===== src/rtl/reload_sequencer.sv =====
// Reload sequencer: walks a small table of reload values, strobing each nonzero
// entry into a downstream down-counter and waiting for it to count out.
module reload_sequencer #(
  parameter int unsigned WIDTH     = 4,
  parameter int unsigned NUM_SLOTS = 4,
  parameter int unsigned LOOP      = 0
) (
  input  logic                         Clk,
  input  logic                         Rst_n,
  input  logic                         Start,
  input  logic                         Stop,
  input  logic                         CfgWe,
  input  logic [$clog2(NUM_SLOTS)-1:0] CfgAddr,
  input  logic [WIDTH-1:0]             CfgData,
  input  logic [WIDTH-1:0]             CountIn,
  output logic [WIDTH-1:0]             LoadValue,
  output logic                         Load,
  output logic                         Busy,
  output logic                         Done,
  output logic [$clog2(NUM_SLOTS)-1:0] Slot
);

  localparam int unsigned SLOT_W = $clog2(NUM_SLOTS);
  localparam logic [SLOT_W-1:0] LAST_SLOT = SLOT_W'(NUM_SLOTS - 1);

  typedef enum logic [2:0] {
    IDLE    = 3'd0,
    LOAD    = 3'd1,
    ARM     = 3'd2,
    RUN     = 3'd3,
    ADVANCE = 3'd4
  } state_t;

  state_t             state_q, state_d;
  logic [WIDTH-1:0]   table_q [NUM_SLOTS];
  logic [WIDTH-1:0]   cur_entry;
  logic               arm_q, arm_d;
  logic               load_d, busy_d, done_d;
  logic [WIDTH-1:0]   load_value_d;
  logic [SLOT_W-1:0]  slot_d;

  assign cur_entry = table_q[Slot];

  // Reload table, writable in any state
  always_ff @(posedge Clk or negedge Rst_n) begin
    if (!Rst_n) begin
      table_q <= '{default: '0};
    end else if (CfgWe) begin
      table_q[CfgAddr] <= CfgData;
    end
  end

  // Next-state and registered-output values
  always_comb begin
    state_d      = state_q;
    arm_d        = arm_q;
    load_d       = 1'b0;
    done_d       = 1'b0;
    busy_d       = Busy;
    slot_d       = Slot;
    load_value_d = LoadValue;

    if (state_q != IDLE && Stop) begin
      state_d = IDLE;
      busy_d  = 1'b0;
      slot_d  = '0;
    end else begin
      case (state_q)
        IDLE: begin
          if (Start && !Stop) begin
            state_d = LOAD;
            busy_d  = 1'b1;
            slot_d  = '0;
          end
        end
        LOAD: begin
          if (cur_entry != '0) begin
            load_d       = 1'b1;
            load_value_d = cur_entry;
            arm_d        = 1'b0;
            state_d      = ARM;
          end else begin
            state_d = ADVANCE;
          end
        end
        // Two cycles of reload latency before CountIn is trusted
        ARM: begin
          arm_d = 1'b1;
          if (arm_q) state_d = RUN;
        end
        RUN: begin
          if (CountIn == '0) state_d = ADVANCE;
        end
        ADVANCE: begin
          slot_d  = Slot + SLOT_W'(1);
          state_d = LOAD;
          if (Slot == LAST_SLOT) begin
            done_d = 1'b1;
            if (LOOP == 0) begin
              state_d = IDLE;
              busy_d  = 1'b0;
            end
          end
        end
        default: begin
          state_d = IDLE;
          busy_d  = 1'b0;
          slot_d  = '0;
        end
      endcase
    end
  end

  always_ff @(posedge Clk or negedge Rst_n) begin
    if (!Rst_n) begin
      state_q   <= IDLE;
      arm_q     <= 1'b0;
      Load      <= 1'b0;
      LoadValue <= '0;
      Busy      <= 1'b0;
      Done      <= 1'b0;
      Slot      <= '0;
    end else begin
      state_q   <= state_d;
      arm_q     <= arm_d;
      Load      <= load_d;
      LoadValue <= load_value_d;
      Busy      <= busy_d;
      Done      <= done_d;
      Slot      <= slot_d;
    end
  end

endmodule

===== config.mk =====
export PLATFORM = sky130hd
export DESIGN_NAME = reload_sequencer
export DESIGN_NICKNAME = d
export VERILOG_FILES = /design/src/rtl/reload_sequencer.sv
export SDC_FILE = /design/constraint.sdc
export NUM_CORES = 1
export LEC_CHECK = 0
export CORE_AREA = 5 5 69 65
export CTS_BUF_LIST = sky130_fd_sc_hd__clkbuf_4
export DETAILED_ROUTE_END_ITERATION = 7
export DIE_AREA = 0 0 74 70
export GPL_TIMING_DRIVEN = 1
export HOLD_SLACK_MARGIN = 0.15
export PLACE_DENSITY_LB_ADDON = 0.1
export SETUP_SLACK_MARGIN = 0.4
export SLEW_MARGIN = 20
export SYNTH_ARGS = -nofsm -noshare
export SYNTH_HDL_FRONTEND = slang
export SYNTH_SLANG_ARGS = --single-unit

===== constraint.sdc =====
create_clock -name Clk -period 2.7 [get_ports Clk]
set_clock_uncertainty 0.05 [all_clocks]
set_input_delay 0.405 -clock Clk [delete_from_list [all_inputs] [get_ports Clk]]
set_output_delay 0.405 -clock Clk [all_outputs]
set_load 0.03 [all_outputs]

==> metrics.md <==
| Metric | Value |
|---|---|
| Global-route wire length before repair | 4788 µm |
| Clock-pin slew on the worst setup and hold paths | about 0.090 ns |
| Dpl ws | just over 0.3 ns |
| Syn Nets | about 120 |
| Initial antenna violation count | 0 |
| Worst slew margin | 65.31% |
| Max FO, Critical Path | 9 |
| I/O Buffers | 23 |
| Final setup violation count | 0 |
| Ys flop type | dfrtp_1 |
| Vias per cell | slightly above 5 |
| Setup repair after global routing missed its margin | no |
| # clock sinks | 29 |
| Final hold violations | 0 |
| Pwr Total | approximately 1.3 mW |
| CTS tree | built |
| Final TNS setup | 0 ns |
| Avg Cell Area, Syn | about 13 µm² |
| Syn Inst Count | approximately 110 |
| IO Count | 24 |
| Buf+Inv Stages, Crit Path | 1 |
| Period utilisation layout | 78.53% |
| Min-Delay Path Class | in -> async |
| Die height | around 70 µm |
| Hpwl dp | 1963 µm |
| Critical path required time | between 2 and 2.5 ns |
| Die X | 74 µm |
| Synthesis-to-layout area growth | 25.21% |
| Crit path DAT | ~1.7 ns |
| Crit path cell chain | clkdlybuf4s50_1 |
| Yosys reg bits | 29 |
| Core Region | 0.003652 mm² |
| Startpoint types | register |
| Filler cells | between 300 and 400 |
| Final WL | about 2700 µm |
| Layout cells sized above 1 | 12.59% |
| Outcome | complete, no violations |
| Clock Path Buffers | 2 |
| Total vias in the final route | between 900 and 1000 |
| Vias in the first global route | ~1000 |
| P_leak | 0.6955 nW |
| H-tree lvl count | 2 |
| Final Core Density | between 40% and 50% |
| DRC Markers | 0 |
| Rows | 21 |
| EDFF count, synth | 0 |
| Total GRT Usage | around an eighth |
| Worst IR Drop VDD | ~0.25 mV |
| Postcts setup bufs | 0 |
| CTS Hold Buffers Added | 0 |
| Ant diodes | 0 |
| Ys async rst share | between 90% and 100% |
| Resize count post-CTS | 0 |
| Share of the yosys chip area belonging to registers | a little over half |
| Top-area cell type share of the netlist area | approximately 54% |
| Crit. End Element | primary output |
| Routability Congestion | between 0.7 and 0.8 |
| GRT overflow | 0 |
| Worst setup margin | 0.5796 ns |
| Pwr per Cell Area | 768.0 mW/mm² |
| Placed Cells | about 170 |
| Worst-Margin Slew | 0.5073 ns |
| Delay of the slowest critical-path stage | 0.76 ns |
| Final Max Slew Viols | 0 |
| Ys Warns | 0 |
| Dpl cell area | 0.001648 mm² |
| DRT antenna net count | 0 |
| Mapped Area | 0.001355 mm² |
| Post-route cell area | around 0.0017 mm² |
| Hold slack | about 0.42 ns |
| Pre-Repair DR Iteration Count | 4 |
| Yosys top cell by area | dfrtp_1 |
| Clock latency on the worst-skew pair | between 0.3 and 0.4 ns |
| Die ar. | 0.005180 mm² |
| Crit-path slowest cell | clkdlybuf4s50_1 |
| DR WL/cell | around 15 µm |
| Synth top area cells | dfrtp_1 54%, mux2_1 13%, mux4_2 6.6% |
| Crit-path leading delay family | buffers and inverters |
| Fmax achieved | between 400 and 500 MHz |
| Count of cell types in the netlist | 33 |
| Worst Path Class, Setup | reg -> out |
| Initial Util | around 37% |
| TritonCTS Buffers | 5 |
| Clock tree root driver cell | clkbuf_4 |
| Largest net degree at the start of global routing | 30 |
| MaxCap Viol Count | 0 |
| Layout Nets | 151 |
| Post-layout min period | about 2.1 ns |
| Detailed router's first-iteration violation count | 34 |
| Non-Filler Instances | roughly 180 |
-- metal layers --
| layer | vias up | part of all wire (%) | track usage (%) |
|---|---|---|---|
| met4 | 0 | 3.0 | 6.841 |
| met2 | 22 | 44 | 17.22 |
| li1 | 448 | - | - |
| met5 | - | 0 | 0 |
| met1 | 436 | 47 | 16.06 |
| met3 | 9 | 5.0 | 4.161 |
-- final cells by class --
cell class	instances	area, µm²	area share [%]
clock inverter	1	3.754	0.2212
sequential	29	725.7	42.77
tap	46	57.56	3.392
timing repair buffer	26	252.7	14.90
multi-input combinational	67	589.3	34.73
inverter	6	22.52	1.327
clock buffer	6	45.04	2.655
-- cell usage after synthesis (all sizes together) (2+ instances only) --
cell,number
a211oi,2
a21oi,2
a22o,2
buf,2
clkbuf,2
dfrtp,29
inv,6
mux2,16
mux4,4
nand2,6
nand3b,4
nor2,3
nor2b,2
nor4,5
o21ai,7
-- registers in the layout (all words and copies together), names as in the netlist --
| name | cells |
|---|---|
| table_q | 16 |
| LoadValue | 4 |
| state_q | 3 |
| Slot | 2 |
| Busy | 1 |
| Done | 1 |
| Load | 1 |
| arm_q | 1 |
-- path summary, 6_finish.rpt --
path	from	to	slack, ns	cells after the start
setup / recovery	Slot[0]	Slot[0]	0.58	1
min in group Clk	table_q[0]	table_q[0]	0.45	1
max in group asynchronous	Rst_n	LoadValue[1]	1.91	2
hold / removal	Rst_n	table_q[7]	0.42	2
setup reg to reg	Slot[0]	state_q[1]	0.64	4
hold reg to reg	table_q[0]	table_q[0]	0.45	1
-- cell families (layout without fill, tap and decap cells) --
logic type / Yosys count / after routing / synth area share, %
flip-flops: 29 / 29 / 53.56
adder cells (fa/ha/maj): 1 / 1 / 0.9232
buffers and inverters: 10 / 39 / 2.955
AND/OR/NAND/NOR: 28 / 28 / 13.67
multiplexers: 20 / 20 / 19.94
AO/OA/AOI/OAI: 18 / 18 / 8.957
-- power breakdown --
part           switching (mW)  total, mW  leakage [nW]  internal [mW]
clock network           0.134      0.239        0.0292          0.104
logic                   0.230      0.444         0.309          0.214
registers              0.0822      0.620         0.357          0.538
-- cell usage in the layout, fill, tap and decap left out --
master	n
nor3b_1	1
or2_1	1
a211oi_1	2
nand2b_1	1
a2111oi_0	1
inv_2	1
mux2_1	16
nor4_4	1
or3b_1	1
o21ba_1	1
o21ai_1	6
clkinv_1	1
a21oi_1	2
a2bb2oi_1	1
nor2_1	3
clkbuf_4	6
nand2_1	6
nor2b_2	1
nor3_1	1
nor4_1	4
dfrtp_1	29
inv_1	5
ha_1	1
buf_4	3
a32o_1	1
o21ai_0	1
nand3b_1	4
a22o_1	2
nor2b_1	1
mux4_2	4
and3_1	1
nand3_1	1
o22ai_1	1
clkdlybuf4s50_1	23
nor4b_2	1
Power figures use the tool's default switching activity.
